File: src/rtl/morse_keyer.sv
// morse_keyer: turns one Morse character (dot/dash pattern plus element count)
// into a timed key signal. Every mark and gap is metered in dot units. A unit
// is UNIT_TICKS pulses of the divider's tick enable. Inter-element,
// inter-character and word gaps are generated here, so the character source
// issues a single start per character.
module morse_keyer #(
  parameter int UNIT_TICKS = 1  // tick pulses per dot unit, 1..255
) (
  input  logic       clk,
  input  logic       rst,
  input  logic       tick,
  input  logic       start,
  input  logic       space,
  input  logic [4:0] pattern,
  input  logic [2:0] length,
  output logic       key,
  output logic       busy,
  output logic       done
);

  typedef enum logic [2:0] {
    IDLE,
    MARK,
    EGAP,
    CGAP,
    WGAP
  } state_t;

  localparam logic [7:0] TCNT_LAST = 8'(UNIT_TICKS - 1);

  state_t     state_reg;
  logic [7:0] tcnt_reg;
  logic [2:0] ucnt_reg;
  logic [2:0] eidx_reg;
  logic [2:0] len_reg;
  logic [4:0] pattern_reg;
  logic       key_reg;
  logic       busy_reg;
  logic       done_reg;

  logic [7:0] tcnt_next;
  logic [2:0] ucnt_next;
  logic [2:0] len_clamped;
  logic [2:0] phase_units;
  logic [7:0] pat_ext;
  logic       unit_end;
  logic       phase_last;
  logic       more_elems;

  // Pad the latched pattern to 8 bits so any 3-bit element index is in range.
  genvar gi;
  generate
    for (gi = 0; gi < 8; gi++) begin : g_pat
      if (gi < 5) begin : g_elem
        assign pat_ext[gi] = pattern_reg[gi];
      end else begin : g_pad
        assign pat_ext[gi] = 1'b0;
      end
    end
  endgenerate

  // Lengths beyond five elements are treated as five.
  assign len_clamped = (length > 3'd5) ? 3'd5 : length;

  // A unit completes on the tick that finds the tick counter at its last value.
  assign unit_end   = tick && (tcnt_reg == TCNT_LAST);

  // The final unit of the current phase ends on this edge.
  assign phase_last = unit_end && (ucnt_reg == (phase_units - 3'd1));

  // After the current mark, is there another element to send?
  assign more_elems = (eidx_reg + 3'd1) < len_reg;

  // Number of dot units the current phase lasts.
  always_comb begin
    phase_units = 3'd1;
    case (state_reg)
      MARK:    phase_units = pat_ext[eidx_reg] ? 3'd3 : 3'd1;
      EGAP:    phase_units = 3'd1;
      CGAP:    phase_units = 3'd3;
      WGAP:    phase_units = 3'd4;
      default: phase_units = 3'd1;
    endcase
  end

  // Counter advance within a phase: ticks wrap at the unit boundary, units accumulate.
  always_comb begin
    tcnt_next = tcnt_reg;
    ucnt_next = ucnt_reg;
    if (tick) begin
      if (unit_end) begin
        tcnt_next = 8'd0;
        ucnt_next = ucnt_reg + 3'd1;
      end else begin
        tcnt_next = tcnt_reg + 8'd1;
      end
    end
  end

  // Keyer FSM with registered key/busy/done; counters clear on every state entry.
  always_ff @(posedge clk or posedge rst) begin
    if (rst) begin
      state_reg   <= IDLE;
      tcnt_reg    <= 8'd0;
      ucnt_reg    <= 3'd0;
      eidx_reg    <= 3'd0;
      len_reg     <= 3'd0;
      pattern_reg <= 5'd0;
      key_reg     <= 1'b0;
      busy_reg    <= 1'b0;
      done_reg    <= 1'b0;
    end else begin
      done_reg <= 1'b0;
      case (state_reg)
        IDLE: begin
          // start outranks space; a tick on the accepting edge is not counted
          if (start) begin
            pattern_reg <= pattern;
            len_reg     <= len_clamped;
            eidx_reg    <= 3'd0;
            tcnt_reg    <= 8'd0;
            ucnt_reg    <= 3'd0;
            busy_reg    <= 1'b1;
            if (len_clamped != 3'd0) begin
              state_reg <= MARK;
              key_reg   <= 1'b1;
            end else begin
              state_reg <= CGAP;
            end
          end else if (space) begin
            tcnt_reg  <= 8'd0;
            ucnt_reg  <= 3'd0;
            busy_reg  <= 1'b1;
            state_reg <= WGAP;
          end
        end

        MARK: begin
          if (phase_last) begin
            tcnt_reg  <= 8'd0;
            ucnt_reg  <= 3'd0;
            key_reg   <= 1'b0;
            state_reg <= more_elems ? EGAP : CGAP;
          end else begin
            tcnt_reg <= tcnt_next;
            ucnt_reg <= ucnt_next;
          end
        end

        EGAP: begin
          if (phase_last) begin
            tcnt_reg  <= 8'd0;
            ucnt_reg  <= 3'd0;
            eidx_reg  <= eidx_reg + 3'd1;
            key_reg   <= 1'b1;
            state_reg <= MARK;
          end else begin
            tcnt_reg <= tcnt_next;
            ucnt_reg <= ucnt_next;
          end
        end

        CGAP, WGAP: begin
          // end of character or word space: release busy and pulse done
          if (phase_last) begin
            tcnt_reg  <= 8'd0;
            ucnt_reg  <= 3'd0;
            busy_reg  <= 1'b0;
            done_reg  <= 1'b1;
            state_reg <= IDLE;
          end else begin
            tcnt_reg <= tcnt_next;
            ucnt_reg <= ucnt_next;
          end
        end

        default: begin
          state_reg <= IDLE;
          key_reg   <= 1'b0;
          busy_reg  <= 1'b0;
        end
      endcase
    end
  end

  assign key  = key_reg;
  assign busy = busy_reg;
  assign done = done_reg;

endmodule

File: config.mk
export PLATFORM = sky130hd
export DESIGN_NAME = morse_keyer
export DESIGN_NICKNAME = d
export VERILOG_FILES = /design/src/rtl/morse_keyer.sv
export SDC_FILE = /design/constraint.sdc
export NUM_CORES = 1
export LEC_CHECK = 0
export ABC_AREA = 1
export CORE_MARGIN = 1.5
export CORE_UTILIZATION = 61
export CTS_CLUSTER_DIAMETER = 100
export DETAILED_ROUTE_END_ITERATION = 16
export GPL_ROUTABILITY_DRIVEN = 0
export PLACE_DENSITY = 0.84
export SLEW_MARGIN = 20
export SYNTH_ARGS = -nofsm -noshare
export SYNTH_HDL_FRONTEND = slang
export SYNTH_SLANG_ARGS = --single-unit
File: constraint.sdc
create_clock -name clk -period 5.6 [get_ports clk]
set_input_delay 0.84 -clock clk [delete_from_list [all_inputs] [get_ports clk]]
set_output_delay 0.84 -clock clk [all_outputs]
set_load 0.05 [all_outputs]
==> impl_metrics.yaml, run 1 <==
synthesis:
  synth_warnings: 0
  ys_ff_latch: 28
  ys_seq_area_share_pct: 40.1
  syn_nets: 245
  syn_inst: 225
  synth_area_um2: 1750
  avgSynthCellArea_um2: 7.77
  synth_cell_types: 28
setup_path:
  end_kind: "output port"
  crit_buf_inv: 1
  reg2reg_to: "eidx_reg[0]$_DFFE_PP0P_"
  critPathTopFamily: "buffers and inverters"
  criticalPathCategory: "flop to output port"
  cp.required_ns: 4.76
  path_cells: "clkdlybuf4s50_1"
  critical-path-max-stage-delay_ns: 0.81
  crit_arrival_ns: 1.52
  r2r-start: "eidx_reg[0]$_DFFE_PP0P_"
  r2r.worst_path.cells: 12
  start_kind: "flop"
  r2r_slack_ns: 3.35
  slowest_stage: "clkdlybuf4s50_1"
  crit_fanout: 2
die:
  core_um2: 2730
  die_width_um: 56.5
  dieArea_um2: 3200
  io_pins: 16
  rows: 19
  start_util_pct: 63.9
  die_y_um: 56.5
layout:
  drive_gt1_share_pct: 14.5
  antennaDiodeCount: 0
  fin_nets: 264
  largest_reg_flops: 8
  area_growth_syn_to_layout_pct: 11.5
  final_core_util_pct: 71.3
grt:
  grt_max_degree: 29
  antenna_found_initial: 0
  grt_first_pass_wirelength_mm: 5.78
  grt_pass1_vias: 1376
  grt_usage_pct: 22.7
  overflow: 0
timing:
  setup_tns_ns: 0
  fmax_ghz: 0.424
  layout_worst_path_cycle_share_pct: 42.1
  setup_viol_count_final: 0
  period_minus_slack_ns: 2.36
  slew_violations: 0
  timing.hold.ws_ns: 0.496
  hold_viol_final: 0
  fin_ws_ns: 3.24
  rsz0062_at_grt: "no"
  skew_ns: 0.00976
  slew_headroom_pct: 61.6
  worstMarginPinSlew_ns: 0.576
clocking:
  cts_max_level: 1
  cts_sinks: 28
  clk_latency_ns: 0.32
  cts_buffer_depth: 2
  cts_buffers: 3
  cts_resized: 0
  clkSlewWorstSetupHoldPaths_ns: 0.14
  ctsHoldBuffers: 0
  cts_tree: "done"
  post_cts_buffers: 0
  clockRootBuffer: "clkbuf_4"
pwr:
  p_leak_nw: 0.967
  power_density_nw_per_um2: 503
  ir_drop_mv: 0.345
outcome:
  status: "finished clean"
drt:
  ant_nets: 0
  vias: 1476
  drt-vias-per-instance: 5.41
  finalWirelength_mm: 3.26
  routedWlPerCell_um: 11.9
  remaining_drc_errors: 0
  drt_iter0_drc: 62
  first_pass_iters: 4
hold_path:
  min_path_type: "flop to flop"
  hold_start: "pattern_reg[2]$_DFFE_PP0P_"
  holdPathEnd: "pattern_reg[2]$_DFFE_PP0P_"
  worstHoldPathCells: 2
placed_design:
  io_buffers: 15
  pre_cts_ws_ns: 3.24
  hpwlAfterDp_mm: 2.59
flow_run:
  drv_cap: 0
[power breakdown]
group          switching (W)  leakage [nW]  total [W]  internal [W]
registers          0.0000553         0.367   0.000322      0.000267
logic               0.000382         0.586   0.000578      0.000196
clock network      0.0000550        0.0138  0.0000803     0.0000252
total               0.000492         0.967   0.000980      0.000487
[how the worst max path moves through the flow]
stage | slack (ns) | start | cells past startpoint | endpoint
2_1_floorplan | 3.67 | eidx_reg[0]$_DFFE_PP0P_ | 12 | eidx_reg[0]$_DFFE_PP0P_
5_1_grt | 3.18 | eidx_reg[0]$_DFFE_PP0P_ | 12 | eidx_reg[0]$_DFFE_PP0P_
4_1_cts | 3.23 | key$_DFFE_PP0P_ | 1 | key
6_report | 3.24 | key$_DFFE_PP0P_ | 1 | key
3_5_place_dp | 3.24 | tick | 10 | eidx_reg[0]$_DFFE_PP0P_
3_3_place_gp | 3.29 | tick | 10 | state_reg[0]$_DFFE_PP0P_
[final cells by class]
class                      instances  area [um^2]
inverter                          31          116
multi-input combinational        165          920
clock buffer                       3         22.5
timing repair buffer              15          150
sequential                        28          701
fill                             238          786
tap                               31         38.8
[layout by cell type, fill, tap and decap left out, types with 3 or more instances in the layout]
cell and instances:
nor2_1 14, nand2_2 8, clkdlybuf4s50_1 15, inv_1 24, nand2_1 66, nand3_1 13
xor2_1 5, o211ai_1 3, clkbuf_4 3, ha_1 7, o21ai_0 10, nand3_2 6
o21ai_1 9, dfrtp_1 28, a21oi_1 6, inv_2 7
[cell usage after synthesis (all sizes together)]
cell	instances	area, um^2
buf	1	11.3
xnor2	1	8.76
o21a	1	7.51
o31ai	1	7.51
dfrtp	28	701
nor3	1	5.00
nand4	2	12.5
a21oi	6	30.0
or2	2	12.5
inv	31	116
o21ai	22	129
ha	7	87.6
xor2	5	43.8
o211ai	3	22.5
o2111a	1	11.3
nand3	19	125
nand2	75	309
nor2	19	108
[kinds of logic after synthesis]
kind of cell | count (synthesis) | synth area share [%]
simple gates | 118 | 32.7
compound gates | 34 | 11.9
flops | 28 | 40.1
xor+xnor | 6 | 3.01
buf+inv | 32 | 7.30
fa+ha+maj | 7 | 5.01
[metal layers]
metal / wire length (um) / track usage (%)
met5: 0 / 0
met4: 38 / 6.46
met3: 118 / 2.07
met2: 1530 / 37.0
met1: 1570 / 32.2
[metrics by stage]
stage	total power, W	cell area, um^2	cells
finish	0.000980	1950	273
global route	0.00107	1950	273
CTS	0.000985	1950	273
detailed placement	0.000905	1930	270
global placement	0.000885	1930	270
floorplan	0.000784	1750	225
Power figures use the tool's default switching activity.
==> run 2: changes to the inputs <==
--- a/config.mk
+++ b/config.mk
@@ -7,11 +7,11 @@
 export LEC_CHECK = 0
 export ABC_AREA = 1
 export CORE_MARGIN = 1.5
-export CORE_UTILIZATION = 61
+export CORE_UTILIZATION = 51
 export CTS_CLUSTER_DIAMETER = 100
 export DETAILED_ROUTE_END_ITERATION = 16
 export GPL_ROUTABILITY_DRIVEN = 0
-export PLACE_DENSITY = 0.84
+export PLACE_DENSITY = 0.75
 export SLEW_MARGIN = 20
 export SYNTH_ARGS = -nofsm -noshare
 export SYNTH_HDL_FRONTEND = slang
==> constraint.sdc (replaced) <==
create_clock -name clk -period 1.9 [get_ports clk]
set_input_delay 0.285 -clock clk [delete_from_list [all_inputs] [get_ports clk]]
set_output_delay 0.285 -clock clk [all_outputs]
set_load 0.05 [all_outputs]
==> run 2 against run 1 <==
Compared with the run above:
- the flow now finishes with violations (setup timing)
- cell area rose by 8.1%
- non-clock buffer count rose by 10
- sequential share of layout area fell by 2.6 points
- via count rose by 1.6%
- combinational power rose to 3.4 times the previous value
- critical path type is now flop to flop
==> impl_metrics.yaml, run 2 (same netlist as run 1, synthesis figures left out) <==
outcome:
  status: "complete, but fails checks"
  violations: "setup timing"
drt:
  finalWirelength_mm: 3.34
  drt_iter0_drc: 51
  drt-vias-per-instance: 5.01
  remaining_drc_errors: 0
  routedWlPerCell_um: 11.2
  first_pass_iters: 4
  ant_nets: 0
  vias: 1499
die:
  start_util_pct: 52.8
  io_pins: 16
  dieArea_um2: 3790
  die_y_um: 61.5
  core_um2: 3310
  rows: 21
  die_width_um: 61.5
flow_run:
  drv_cap: 0
layout:
  drive_gt1_share_pct: 22.5
  area_growth_syn_to_layout_pct: 20.5
  nFillCells: 306
  final_cell_mix: "61 x nand2_1, 27 x dfrtp_1, 24 x inv_1, 15 x clkdlybuf4s50_1, 13 x nor2_1"
  largest_reg_flops: 8
  antennaDiodeCount: 0
  final_common_cell: "nand2_1"
  final_area_um2: 2110
  post_layout_nonfiller_instances: 299
  fin_nets: 274
timing:
  period_minus_slack_ns: 2.06
  slew_violations: 0
  fmax_ghz: 0.484
  rsz0062_at_grt: "yes"
  skew_ns: 0.00508
  slew_headroom_pct: 66.8
  setup_viol_count_final: 12
  layout_worst_path_cycle_share_pct: 109
  fin_ws_ns: -0.164
  worstMarginPinSlew_ns: 0.497
  hold_viol_final: 0
setup_path:
  path_cells: "o211ai_1 -> a21oi_1 -> o211ai_1 -> ha_2 -> xnor2_2 -> nor2_2 -> nand2_4 -> nand2_4 -> nand2_4 -> nand2_1 -> o21ai_1"
  end_kind: "flop"
  crit_fanout: 6
  slowest_stage: "dfrtp_2"
  r2r_slack_ns: -0.16
  cp.required_ns: 2.13
  start_kind: "flop"
  critical-path-max-stage-delay_ns: 0.47
  timing.critical_path.mode_cell: "nand2_4"
  crit_arrival_ns: 2.30
  criticalPathCategory: "flop to flop"
pwr:
  power_density_nw_per_um2: 1510
  pwr-share-seq_pct: 29.0
  switching_power_w: 0.00155
  netSwitchingFraction_pct: 48.9
  clockPowerShare_pct: 9.1
  p_leak_nw: 1.04
  ir_drop_mv: 1.09
  p_comb_share_pct: 62.0
  p_int_w: 0.00162
clocking:
  cts_tree: "done"
  ctsHoldBuffers: 0
  cts_max_level: 1
  cts_buffers: 3
  clk_latency_ns: 0.32
  cts_buffer_depth: 2
  clockRootBuffer: "clkbuf_4"
  cts_sinks: 28
  clkSlewWorstSetupHoldPaths_ns: 0.15
grt:
  overflow: 0
  grt_pass1_vias: 1341
  antenna_found_initial: 0
  grt_max_degree: 29
  grt_usage_pct: 19.8
  grt_first_pass_wirelength_mm: 5.76
  grt_util_met2_pct: 30.4
  grt_busiest_layer: "met2"
  grtUsageMet1_pct: 29.7
  use_met3_pct: 2.10
placed_design:
  place_area_um2: 2010
  dp.cells: 294
  io_buffers: 15
  hpwlAfterDp_mm: 2.60
hold_path:
  min_path_type: "input pin to asynchronous set/reset pin"
run 2: cell count changes in the layout (fill, tap and decap cells not counted), moves of 2 or more:
cell / previous run / this run
buf_4: 0 / 10
nand2_1: 66 / 61
nand2_2: 8 / 10
nand2_4: 1 / 4
run 2: critical path: cells and delay by family, from the launching register on:
family          cells  cell delay, ns
simple gates        5            0.50
compound gates      4            0.55
fa+ha+maj           1            0.32
xor+xnor            1            0.14
flops               1            0.47
run 2: through the flow:
step	setup slack [ns]	total power, W	util, %	TNS, ns	hold slack, ns
2_1_floorplan	0.0111	0.00231	-	0	0.350
3_3_place_gp	-0.0349	0.00269	60.8	-0.171	0.471
3_5_place_dp	-0.130	0.00273	60.8	-0.863	0.469
4_1_cts	-0.109	0.00317	63.2	-0.981	0.319
5_1_grt	-0.283	0.00346	63.6	-2.87	0.347
6_report	-0.164	0.00318	63.6	-1.62	0.309
run 2: power by group through the flow:
stage | combinational (W) | sequential [W] | clock [W]
detailed placement | 0.00181 | 0.000920 | 0
finish | 0.00197 | 0.000919 | 0.000288
floorplan | 0.00130 | 0.00101 | 0
CTS | 0.00196 | 0.000911 | 0.000297
global route | 0.00219 | 0.000945 | 0.000323
global placement | 0.00177 | 0.000918 | 0
run 2: layout make-up:
| type | count | area, um^2 | share of cell area (%) |
|---|---|---|---|
| clock buffer | 4 | 36.3 | 1.72 |
| inverter | 31 | 116 | 5.53 |
| sequential | 28 | 702 | 33.3 |
| multi-input combinational | 165 | 968 | 46.0 |
| tap | 46 | 57.6 | 2.73 |
| timing repair buffer | 25 | 225 | 10.7 |
run 2: worst paths after layout:
check / from / to / cells past startpoint
setup / recovery: eidx_reg[0]$_DFFE_PP0P_ / state_reg[0]$_DFFE_PP0P_ / 11
hold / removal: rst / done$_DFF_PP0_ / 3
setup reg to reg: eidx_reg[0]$_DFFE_PP0P_ / state_reg[0]$_DFFE_PP0P_ / 11
hold reg to reg: len_reg[0]$_DFFE_PP0P_ / len_reg[0]$_DFFE_PP0P_ / 2
max in group asynchronous: rst / eidx_reg[0]$_DFFE_PP0P_ / 3
min in group clk: pattern[2] / pattern_reg[2]$_DFFE_PP0P_ / 3
run 2: what timing repair did:
action                     in CTS  in global routing
setup endpoints to repair       9                 12
resized for setup               8                  9
buffers inserted                2                  1
pin swaps                       4                 12
run 2: metal layers:
| metal | up-vias | part of all wire (%) | wire length, um |
|---|---|---|---|
| met4 | 0 | 1.1 | 38 |
| met5 | - | 0 | 0 |
| met2 | 18 | 43 | 1420 |
| li1 | 782 | - | - |
| met3 | 5 | 1.8 | 59 |
| met1 | 694 | 55 | 1820 |
